## src/rtl/gcd_pkg.sv

```systemverilog
// Shared definitions for the GCD datapath and its go/done driver.
package gcd_pkg;

  localparam int GCD_WIDTH = 8;

  typedef enum logic [1:0] {
    IDLE   = 2'd0,
    LAUNCH = 2'd1,
    WAIT   = 2'd2,
    RESP   = 2'd3
  } gcd_state_e;

endpackage

```

## src/rtl/gcd_driver_if.sv

```systemverilog
// Request stream, gcd_machine go/done link and response stream of gcd_driver.
interface gcd_driver_if import gcd_pkg::*; #(
  parameter int WIDTH = GCD_WIDTH
) ();

  logic             req_valid;
  logic             req_ready;
  logic [WIDTH-1:0] req_a;
  logic [WIDTH-1:0] req_b;

  logic             gcd_go;
  logic [WIDTH-1:0] gcd_in1;
  logic [WIDTH-1:0] gcd_in2;
  logic [WIDTH-1:0] gcd_out;
  logic             gcd_done;

  logic             rsp_valid;
  logic             rsp_ready;
  logic [WIDTH-1:0] rsp_gcd;
  logic             rsp_err;

  modport master (
    input  req_valid, req_a, req_b, gcd_out, gcd_done, rsp_ready,
    output req_ready, gcd_go, gcd_in1, gcd_in2, rsp_valid, rsp_gcd, rsp_err
  );

  modport slave (
    output req_valid, req_a, req_b, gcd_out, gcd_done, rsp_ready,
    input  req_ready, gcd_go, gcd_in1, gcd_in2, rsp_valid, rsp_gcd, rsp_err
  );

endinterface

```

## src/rtl/gcd_req_fifo.sv

```systemverilog
// Non-fall-through synchronous FIFO of operand pairs with registered full/empty.
module gcd_req_fifo #(
  parameter int DW    = 16,
  parameter int DEPTH = 4
) (
  input  logic          clk,
  input  logic          rst,
  input  logic          push_i,
  input  logic [DW-1:0] push_data_i,
  input  logic          pop_i,
  output logic [DW-1:0] pop_data_o,
  output logic          full_o,
  output logic          empty_o
);

  localparam int AW = $clog2(DEPTH);

  logic [DW-1:0] mem_q [DEPTH];
  logic [AW:0]   wptr_q, wptr_d;
  logic [AW:0]   rptr_q, rptr_d;
  logic          full_q, full_d;
  logic          empty_q, empty_d;
  logic          do_push, do_pop;

  // Accept gates use the registered flags, so a push while full is dropped
  // even if a pop frees a slot in the same cycle.
  assign do_push = push_i && !full_q;
  assign do_pop  = pop_i && !empty_q;

  always_comb begin
    wptr_d  = do_push ? wptr_q + 1'b1 : wptr_q;
    rptr_d  = do_pop  ? rptr_q + 1'b1 : rptr_q;
    empty_d = (wptr_d == rptr_d);
    full_d  = (wptr_d[AW] != rptr_d[AW]) && (wptr_d[AW-1:0] == rptr_d[AW-1:0]);
  end

  always_ff @(posedge clk or negedge rst) begin
    if (!rst) begin
      wptr_q  <= '0;
      rptr_q  <= '0;
      full_q  <= 1'b0;
      empty_q <= 1'b1;
    end else begin
      wptr_q  <= wptr_d;
      rptr_q  <= rptr_d;
      full_q  <= full_d;
      empty_q <= empty_d;
    end
  end

  always_ff @(posedge clk) begin
    if (do_push) mem_q[wptr_q[AW-1:0]] <= push_data_i;
  end

  assign pop_data_o = mem_q[rptr_q[AW-1:0]];
  assign full_o     = full_q;
  assign empty_o    = empty_q;

endmodule

```

## src/rtl/gcd_driver.sv

```systemverilog
// Initiator for gcd_machine: buffers operand pairs, runs one GCD at a time,
// resolves zero operands locally. Optional WAIT abort: GCD_DRV_TIMEOUT_EN.
module gcd_driver import gcd_pkg::*; #(
  parameter int WIDTH      = GCD_WIDTH,
  parameter int FIFO_DEPTH = 4,
  parameter int TIMEOUT    = 1023
) (
  input logic          clk,
  input logic          rst,
  gcd_driver_if.master bus
);

  gcd_state_e       state_q, state_d;
  logic [WIDTH-1:0] in1_q, in1_d;
  logic [WIDTH-1:0] in2_q, in2_d;
  logic [WIDTH-1:0] rsp_gcd_q, rsp_gcd_d;
  logic             rsp_err_q, rsp_err_d;

  logic               fifo_pop, fifo_full, fifo_empty;
  logic [2*WIDTH-1:0] fifo_data;
  logic [WIDTH-1:0]   op_a, op_b;

  gcd_req_fifo #(
    .DW    (2*WIDTH),
    .DEPTH (FIFO_DEPTH)
  ) u_fifo (
    .clk         (clk),
    .rst         (rst),
    .push_i      (bus.req_valid),
    .push_data_i ({bus.req_a, bus.req_b}),
    .pop_i       (fifo_pop),
    .pop_data_o  (fifo_data),
    .full_o      (fifo_full),
    .empty_o     (fifo_empty)
  );

  assign op_a = fifo_data[2*WIDTH-1:WIDTH];
  assign op_b = fifo_data[WIDTH-1:0];

`ifdef GCD_DRV_TIMEOUT_EN
  localparam int CW = $clog2(TIMEOUT + 1);
  logic [CW-1:0] to_cnt_q, to_cnt_d;
  logic          to_expired;

  // The counter reaches TIMEOUT on the edge that leaves WAIT, so exactly
  // TIMEOUT WAIT cycles elapse before the abort response.
  assign to_expired = (to_cnt_q == CW'(TIMEOUT - 1));

  always_ff @(posedge clk or negedge rst) begin
    if (!rst) to_cnt_q <= '0;
    else      to_cnt_q <= to_cnt_d;
  end
`else
  logic unused_timeout;
  assign unused_timeout = |TIMEOUT;
`endif

  always_comb begin
    state_d   = state_q;
    in1_d     = in1_q;
    in2_d     = in2_q;
    rsp_gcd_d = rsp_gcd_q;
    rsp_err_d = rsp_err_q;
    fifo_pop  = 1'b0;
`ifdef GCD_DRV_TIMEOUT_EN
    to_cnt_d  = to_cnt_q;
`endif
    case (state_q)
      IDLE: begin
        if (!fifo_empty) begin
          fifo_pop = 1'b1;
          if (op_a != '0 && op_b != '0) begin
            in1_d   = op_a;
            in2_d   = op_b;
            state_d = LAUNCH;
          end else begin
            // Subtractive GCD never terminates on zero; answer here instead.
            rsp_gcd_d = (op_a == '0) ? op_b : op_a;
            rsp_err_d = (op_a == '0) && (op_b == '0);
            state_d   = RESP;
          end
        end
      end
      LAUNCH: begin
        // gcd_done is deliberately not looked at here: it may be a level
        // left over from the previous operation.
        state_d = WAIT;
`ifdef GCD_DRV_TIMEOUT_EN
        to_cnt_d = '0;
`endif
      end
      WAIT: begin
        if (bus.gcd_done) begin
          rsp_gcd_d = bus.gcd_out;
          rsp_err_d = 1'b0;
          state_d   = RESP;
        end
`ifdef GCD_DRV_TIMEOUT_EN
        else if (to_expired) begin
          rsp_gcd_d = '0;
          rsp_err_d = 1'b1;
          state_d   = RESP;
          to_cnt_d  = CW'(TIMEOUT);
        end else begin
          to_cnt_d = to_cnt_q + 1'b1;
        end
`endif
      end
      RESP: begin
        if (bus.rsp_ready) state_d = IDLE;
      end
      default: state_d = IDLE;
    endcase
  end

  always_ff @(posedge clk or negedge rst) begin
    if (!rst) begin
      state_q   <= IDLE;
      in1_q     <= '0;
      in2_q     <= '0;
      rsp_gcd_q <= '0;
      rsp_err_q <= 1'b0;
    end else begin
      state_q   <= state_d;
      in1_q     <= in1_d;
      in2_q     <= in2_d;
      rsp_gcd_q <= rsp_gcd_d;
      rsp_err_q <= rsp_err_d;
    end
  end

  assign bus.req_ready = !fifo_full;
  assign bus.gcd_go    = (state_q == LAUNCH);
  assign bus.gcd_in1   = in1_q;
  assign bus.gcd_in2   = in2_q;
  assign bus.rsp_valid = (state_q == RESP);
  assign bus.rsp_gcd   = rsp_gcd_q;
  assign bus.rsp_err   = rsp_err_q;

endmodule

```

## src/flat_wrapper.sv

```systemverilog
// flat-port wrapper written by rule: the top's interface ports become plain ports
module gcd_driver_flat import gcd_pkg::*;
#(
  parameter int WIDTH      = GCD_WIDTH,
  parameter int FIFO_DEPTH = 4,
  parameter int TIMEOUT    = 1023
)
  (clk, rst, bus_req_valid, bus_req_a, bus_req_b, bus_gcd_out, bus_gcd_done, bus_rsp_ready, bus_req_ready, bus_gcd_go, bus_gcd_in1, bus_gcd_in2, bus_rsp_valid, bus_rsp_gcd, bus_rsp_err);
  gcd_driver_if #(.WIDTH(WIDTH)) bus_i ();
  input logic clk;
  input logic rst;
  input wire logic [$bits(bus_i.req_valid)-1:0] bus_req_valid;
  input wire logic [$bits(bus_i.req_a)-1:0] bus_req_a;
  input wire logic [$bits(bus_i.req_b)-1:0] bus_req_b;
  input wire logic [$bits(bus_i.gcd_out)-1:0] bus_gcd_out;
  input wire logic [$bits(bus_i.gcd_done)-1:0] bus_gcd_done;
  input wire logic [$bits(bus_i.rsp_ready)-1:0] bus_rsp_ready;
  output wire logic [$bits(bus_i.req_ready)-1:0] bus_req_ready;
  output wire logic [$bits(bus_i.gcd_go)-1:0] bus_gcd_go;
  output wire logic [$bits(bus_i.gcd_in1)-1:0] bus_gcd_in1;
  output wire logic [$bits(bus_i.gcd_in2)-1:0] bus_gcd_in2;
  output wire logic [$bits(bus_i.rsp_valid)-1:0] bus_rsp_valid;
  output wire logic [$bits(bus_i.rsp_gcd)-1:0] bus_rsp_gcd;
  output wire logic [$bits(bus_i.rsp_err)-1:0] bus_rsp_err;
  assign bus_i.req_valid = bus_req_valid;
  assign bus_i.req_a = bus_req_a;
  assign bus_i.req_b = bus_req_b;
  assign bus_i.gcd_out = bus_gcd_out;
  assign bus_i.gcd_done = bus_gcd_done;
  assign bus_i.rsp_ready = bus_rsp_ready;
  assign bus_req_ready = bus_i.req_ready;
  assign bus_gcd_go = bus_i.gcd_go;
  assign bus_gcd_in1 = bus_i.gcd_in1;
  assign bus_gcd_in2 = bus_i.gcd_in2;
  assign bus_rsp_valid = bus_i.rsp_valid;
  assign bus_rsp_gcd = bus_i.rsp_gcd;
  assign bus_rsp_err = bus_i.rsp_err;
  gcd_driver #(.WIDTH(WIDTH), .FIFO_DEPTH(FIFO_DEPTH), .TIMEOUT(TIMEOUT)) u_core (.clk(clk), .rst(rst), .bus(bus_i));
endmodule
```

## config.mk

```make
export PLATFORM = sky130hd
export DESIGN_NAME = gcd_driver_flat
export DESIGN_NICKNAME = d
export VERILOG_FILES = /design/src/rtl/gcd_pkg.sv /design/src/rtl/gcd_driver_if.sv /design/src/rtl/gcd_req_fifo.sv /design/src/rtl/gcd_driver.sv /design/src/flat_wrapper.sv
export SDC_FILE = /design/constraint.sdc
export NUM_CORES = 1
export LEC_CHECK = 0
export CORE_MARGIN = 2
export CORE_UTILIZATION = 35
export CTS_BUF_LIST = sky130_fd_sc_hd__clkbuf_4 sky130_fd_sc_hd__clkbuf_8
export DETAILED_ROUTE_END_ITERATION = 16
export SLEW_MARGIN = 15
export SYNTH_ARGS = -nofsm -noshare
export SYNTH_HDL_FRONTEND = slang
export SYNTH_SLANG_ARGS = --single-unit
```

## constraint.sdc

```tcl
create_clock -name clk -period 2.9 [get_ports clk]
set_input_delay 0.725 -clock clk [delete_from_list [all_inputs] [get_ports clk]]
set_output_delay 0.725 -clock clk [all_outputs]
set_load 0.005 [all_outputs]
```

==> results of run 1 <==
[cell type report]
class | count | area [sq um] | share of cell area, %
Sequential cell | 99 | 2800 | 54.5
Multi-Input combinational cell | 103 | 1170 | 22.7
Timing Repair Buffer | 75 | 748 | 14.6
Tap cell | 143 | 179 | 3.48
Clock buffer | 11 | 139 | 2.70
Inverter | 19 | 71.3 | 1.39
Clock inverter | 5 | 35.0 | 0.682
[per-layer routing]
metal / part of all wire [%] / up-vias / routed length (um) / track usage, %
met5: 0 / - / 0 / 0
met4: 1.3 / 0 / 108 / 3.90
met3: 4.4 / 9 / 379 / 4.74
met2: 51 / 61 / 4360 / 24.4
met1: 43 / 1119 / 3730 / 18.6
li1: - / 1022 / - / -
[path summary, 6_finish.rpt]
| kind | start | endpoint | depth (start not counted) |
|---|---|---|---|
| worst max-delay path | u_core.u_fifo.rptr_q[0] | u_core.bus.rsp_gcd[3] | 8 |
| worst min-delay path | rst | u_core.bus.gcd_in1[4] | 1 |
| worst max register to register | u_core.u_fifo.rptr_q[0] | u_core.bus.rsp_gcd[3] | 8 |
| worst min register to register | u_core.bus.gcd_in2[7] | u_core.bus.gcd_in2[7] | 1 |
| max in group asynchronous | rst | u_core.u_fifo.rptr_q[1] | 1 |
| min in group clk | u_core.bus.gcd_in2[7] | u_core.bus.gcd_in2[7] | 1 |
[critical path, delay by kind of cell (launching register included)]
kind                   cells  cell delay (ns)
AOI/OAI and AO/OA          1             0.24
buffers and inverters      3             0.51
DFF                        1             0.46
muxes                      2             0.89
and+or+nand+nor            2             0.44
[flip-flops by register name, indices dropped and copies added (netlist names)]
name	flops
u_core.bus.rsp_gcd	8
u_core.bus.gcd_in2	8
u_core.u_fifo.mem_q	64
u_core.u_fifo.wptr_q	3
u_core.bus.gcd_in1	8
u_core.bus.rsp_err	1
u_core.u_fifo.full_o	1
u_core.state_q	2
u_core.u_fifo.empty_o	1
u_core.u_fifo.rptr_q	3
[kinds of logic (layout without fill, tap and decap cells)]
group / count (synthesis) / after routing / synth area share, %
compound gates: 23 / 23 / 4.08
xor+xnor: 7 / 7 / 1.50
fa+ha+maj: 10 / 10 / 3.07
buf+inv: 26 / 110 / 2.79
flops: 99 / 99 / 68.6
mux: 44 / 44 / 16.5
simple gates: 19 / 19 / 3.46
[placed cells by master (no fill, tap or decap), drive strengths merged, types with 4 or more instances in the layout]
cell / count
xor2: 5
o21ai: 4
mux4: 16
inv: 22
edfxtp: 64
clkdlybuf4s50: 55
a21oi: 7
clkbuf: 11
dfrtp: 34
ha: 10
nor4: 4
buf: 20
a311oi: 7
nand2: 4
mux2: 27
[metrics by stage]
| step | total power, mW | hold WS (ns) |
|---|---|---|
| after floorplan | 3.58 | 0.429 |
| final | 5.42 | 0.460 |
| after CTS | 5.50 | 0.472 |
| after detailed placement | 4.70 | 0.495 |
| after global routing | 5.77 | 0.505 |
| after global placement | 4.67 | 0.489 |
[where the power goes]
| group | internal (mW) | leakage, nW | total, mW | switching (mW) |
|---|---|---|---|---|
| combinational | 1.36 | 0.810 | 2.47 | 1.11 |
| sequential | 1.95 | 0.997 | 2.15 | 0.204 |
| clock | 0.336 | 0.0954 | 0.797 | 0.462 |
| total | 3.65 | 1.90 | 5.42 | 1.77 |
==> flow_metrics.py, run 1 <==
metrics = {
    "timing": {
        "tightest_slew_ns": 0.840,
        "setup_viol": 0,
        "slew_headroom_pct": 44.0,
        "finalMaxSlewViolations": 0,
        "fmax_mhz": 379,
        "rsz0062_at_grt": "no",
        "clock_skew_ns": 0.0119,
        "finalWorstSetupSlack_ns": 0.262,
        "fin_setup_tns_ns": 0,
        "min_period_ns": 2.64,
        "min_period_over_period_pct": 91.0,
        "hold_viol_final": 0,
    },
    "global_routing": {
        "overflow": 0,
        "grt_max_degree": 36,
        "track_usage_pct": 14.7,
        "antenna_found_initial": 0,
        "grt_pass1_wl_mm": 13.4,
        "grt_pass1_vias": 2324,
    },
    "die": {
        "die_area_sq_mm": 0.0125,
        "start_util_pct": 35.7,
        "ios": 57,
        "placementRows": 39,
        "core_area_sq_mm": 0.0114,
        "fp.dieH_um": 112,
        "die_w_um": 112,
    },
    "detailed_routing": {
        "via_per_inst": 4.86,
        "wl_mm": 8.57,
        "drtIter0Drc": 107,
        "first_pass_iters": 4,
        "vias": 2211,
        "postRouteAntennaNets": 0,
        "wire_per_inst_um": 18.8,
        "drc": 0,
    },
    "yosys": {
        "synth-main-ff-cell": "edfxtp_1",
        "ys_warn_count": 0,
        "synth_edf_count": 64,
        "async_flop_share_pct": 35.4,
        "yosysUniqueCellTypes": 34,
        "synth-seq-cells": 99,
        "synth_top_area_cell": "edfxtp_1",
        "yosysTopAreaCellShare_pct": 47.1,
        "synthTopCellsByArea": "edfxtp_1, dfrtp_1, mux4_2, mux2_2, ha_1",
        "syn_nets": 267,
        "yosys-top-cells-count": "edfxtp_1, dfrtp_1, mux2_2, inv_1, mux4_2",
        "synth_area_sq_mm": 0.00408,
        "syn_inst": 228,
        "synth-seq-area-share_pct": 68.6,
        "synth.avg_cell_area_sq_um": 17.9,
        "yosysMostFrequentCell": "edfxtp_1",
    },
    "final_layout": {
        "fin_util_pct": 45.0,
        "nNetsFinal": 346,
        "antenna_cells": 0,
        "fillerInstances": 1025,
        "area_delta_synth_final_pct": 25.9,
        "drive_gt1_share_pct": 27.2,
        "fin_cells": 455,
        "fin_area_sq_mm": 0.00514,
    },
    "setup_path": {
        "r2r_slack_ns": 0.26,
        "path_common_cell": "buf_4",
        "cp-end-kind": "flop",
        "cp.required_ns": 3.15,
        "critPathMaxStageDelay_ns": 0.56,
        "cp_slowest_cell": "mux4_2",
        "critPathLaunchType": "flop",
        "crit_fanout": 9,
        "crit_type": "reg2reg",
        "crit_arrival_ns": 2.89,
        "crit_chain": "buf_12, mux4_2, nor4_1, buf_4, nand2_1, a31oi_4, buf_4, mux2_2",
    },
    "clock_network": {
        "cts_hold_buffers": 0,
        "clkLatencyLatePin_ns": 0.37,
        "cts_htree_levels": 3,
        "post_cts_resized": 0,
        "numClockSinks": 99,
        "post_cts_buffers": 0,
        "cts_made_buffers": 9,
        "clk_pin_slew_ns": 0.10,
        "cts_buffer_depth": 2,
        "cts_tree": "done",
        "cts_root_buf": "clkbuf_8",
    },
    "power_and_ir_drop": {
        "p_leak_nw": 1.90,
        "ir_worst_vdd_mv": 0.410,
        "power.density_mw_per_mm2": 1060,
    },
    "placement": {
        "placed_cells": 439,
        "pre_cts_slack_ns": 0.241,
        "portBuffers": 56,
        "place_area_sq_mm": 0.00497,
        "gp_congestion": 0.763,
        "hpwl_mm": 5.92,
    },
    "outcome": {
        "run_status": "complete, no violations",
    },
    "hold_path": {
        "hp-class": "in2async",
    },
    "job": {
        "cap_viol_max_count": 0,
    },
}
(Power assumes the default switching activity.)
==> run 2: changes to the inputs <==
--- a/config.mk
+++ b/config.mk
@@ -9,6 +9,7 @@
 export CORE_UTILIZATION = 35
 export CTS_BUF_LIST = sky130_fd_sc_hd__clkbuf_4 sky130_fd_sc_hd__clkbuf_8
 export DETAILED_ROUTE_END_ITERATION = 16
+export REMOVE_ABC_BUFFERS = 1
 export SLEW_MARGIN = 15
 export SYNTH_ARGS = -nofsm -noshare
 export SYNTH_HDL_FRONTEND = slang
==> run 2 against run 1 <==
Against the previous run: worst setup slack better by 0.015 ns; critical path type unchanged; sequential power hardly changed; via count decreased by 1.0%; global-route usage is essentially flat; final cell count shrank 0.88%; worst hold slack got worse by 0.0066 ns; die area unchanged; first-iteration DRC count shrank 43%; routed wire length is 0.25% lower; utilization fell by 0.055 points; sequential share of layout area is 0.066 points higher.
==> flow_metrics.py, run 2 (synthesis results as in run 1) <==
metrics = {
    "outcome": {
        "run_status": "complete, no violations",
    },
    "die": {
        "start_util_pct": 35.7,
        "die_area_sq_mm": 0.0125,
        "placementRows": 39,
        "fp.dieH_um": 112,
        "core_area_sq_mm": 0.0114,
        "ios": 57,
        "die_w_um": 112,
    },
    "clock_network": {
        "cts_tree": "done",
        "cts_made_buffers": 9,
        "cts_htree_levels": 3,
        "clkLatencyLatePin_ns": 0.36,
        "post_cts_resized": 0,
        "cts_buffer_depth": 2,
        "clk_pin_slew_ns": 0.09,
        "cts_hold_buffers": 0,
        "numClockSinks": 99,
        "post_cts_buffers": 0,
        "cts_root_buf": "clkbuf_8",
    },
    "final_layout": {
        "final_common_cell": "edfxtp_1",
        "multi_input_area_sq_mm": 0.00117,
        "regArea_sq_mm": 0.00280,
        "fillerInstances": 1050,
        "fin_area_sq_mm": 0.00513,
        "area_delta_synth_final_pct": 25.8,
        "largest_reg_flops": 64,
        "layout_common_cells": "edfxtp_1, clkdlybuf4s50_1, dfrtp_1",
        "nNetsFinal": 343,
        "antenna_cells": 0,
        "drive_gt1_share_pct": 26.3,
        "fin_util_pct": 45.0,
    },
    "setup_path": {
        "cp.required_ns": 3.16,
        "cp-end-kind": "flop",
        "r2r_cells": 7,
        "r2r-end": "u_core.bus.rsp_gcd[1]",
        "crit_arrival_ns": 2.88,
        "critPathLaunchType": "flop",
        "r2r_slack_ns": 0.28,
        "r2r-start": "u_core.u_fifo.rptr_q[0]",
        "crit_fanout": 18,
        "crit_type": "reg2reg",
        "crit_start": "u_core.u_fifo.rptr_q[0]",
    },
    "placement": {
        "place_area_sq_mm": 0.00494,
        "hpwl_mm": 5.76,
        "portBuffers": 56,
        "gp_congestion": 0.748,
    },
    "timing": {
        "finalMaxSlewViolations": 0,
        "setup_viol": 0,
        "fin_setup_tns_ns": 0,
        "clock_skew_ns": 0.00690,
        "hold_viol_final": 0,
        "tightest_slew_ns": 0.829,
        "slew_headroom_pct": 44.7,
        "fmax_mhz": 381,
        "min_period_over_period_pct": 90.5,
        "rsz0062_at_grt": "no",
        "min_period_ns": 2.62,
    },
    "detailed_routing": {
        "postRouteAntennaNets": 0,
        "drtIter0Drc": 61,
        "vias": 2188,
        "first_pass_iters": 4,
        "wl_mm": 8.55,
        "drc": 0,
        "via_per_inst": 4.85,
        "wire_per_inst_um": 19.0,
    },
    "global_routing": {
        "grt_pass1_wl_mm": 13.7,
        "grt_pass1_vias": 2382,
        "track_usage_pct": 14.7,
        "overflow": 0,
        "antenna_found_initial": 0,
        "grt_max_degree": 36,
    },
    "job": {
        "cap_viol_max_count": 0,
    },
    "power_and_ir_drop": {
        "ir_worst_vdd_mv": 0.380,
        "p_leak_nw": 1.89,
        "total_power_mw": 5.49,
        "power.density_mw_per_mm2": 1070,
    },
    "hold_path": {
        "hp-class": "in2async",
    },
}
==> run 2: changes by cell type in the layout (fill, tap and decap cells not counted) <==
| cell | before | now |
|---|---|---|
| buf_4 | 15 | 12 |
| bufinv_16 | 0 | 1 |
| clkinv_4 | 1 | 0 |
| clkinvlp_4 | 0 | 1 |
| inv_4 | 2 | 0 |
==> run 2: layer usage <==
layer	vias to the layer above	GRT usage (%)	wire, um
met5	-	0	0
met4	0	5.12	98
met3	7	3.32	325
met2	52	22.8	4070
met1	1108	20.5	4060
li1	1021	-	-
==> run 2: per-stage QoR <==
stage / hold WS, ns / std cells / setup slack (ns)
after floorplan: 0.429 / 221 / -0.0447
after global placement: 0.493 / 436 / 0.255
after detailed placement: 0.495 / 436 / 0.285
after CTS: 0.479 / 451 / 0.278
after global routing: 0.508 / 451 / 0.175
final: 0.454 / 451 / 0.277
==> run 2: cell type report <==
| class | count | share of cell area (%) |
|---|---|---|
| multi-input combinational | 103 | 22.8 |
| timing repair buffer | 72 | 14.1 |
| inverter | 19 | 1.39 |
| clock buffer | 11 | 2.71 |
| clock inverter | 4 | 0.999 |
| tap | 143 | 3.49 |
| sequential | 99 | 54.5 |
==> run 2: power breakdown <==
group / total (mW) / internal [mW] / switching [mW]
registers: 2.14 / 1.95 / 0.186
logic: 2.48 / 1.35 / 1.13
clock network: 0.873 / 0.415 / 0.458
total: 5.49 / 3.72 / 1.77
==> run 2: critical path, cell delays in order, from the launching register on <==
cell and delay [ns]:
dfrtp_1 0.38, buf_12 0.20, mux4_2 0.57, nor4_1 0.39, nand2_1 0.23, a31oi_4 0.25
buf_12 0.15, mux2_2 0.33
==> run 2: worst max-delay path by stage <==
stage                     slack [ns]               endpoint  cells past startpoint
after floorplan                -0.04  u_core.bus.rsp_gcd[0]                      5
after global placement          0.25  u_core.bus.rsp_gcd[1]                      7
after detailed placement        0.28  u_core.bus.rsp_gcd[1]                      7
after CTS                       0.28  u_core.bus.rsp_gcd[1]                      7
after global routing            0.18  u_core.bus.rsp_gcd[2]                      7
final                           0.28  u_core.bus.rsp_gcd[1]                      7
==> run 3: changes to the inputs <==
--- a/config.mk
+++ b/config.mk
@@ -5,6 +5,7 @@
 export SDC_FILE = /design/constraint.sdc
 export NUM_CORES = 1
 export LEC_CHECK = 0
+export CAP_MARGIN = 20
 export CORE_MARGIN = 2
 export CORE_UTILIZATION = 35
 export CTS_BUF_LIST = sky130_fd_sc_hd__clkbuf_4 sky130_fd_sc_hd__clkbuf_8
@@ -14,3 +15,4 @@
 export SYNTH_ARGS = -nofsm -noshare
 export SYNTH_HDL_FRONTEND = slang
 export SYNTH_SLANG_ARGS = --single-unit
+export TNS_END_PERCENT = 10
==> results of run 3 <==
Same layout as run 2: the final DEF is identical, and so are final timing and power.
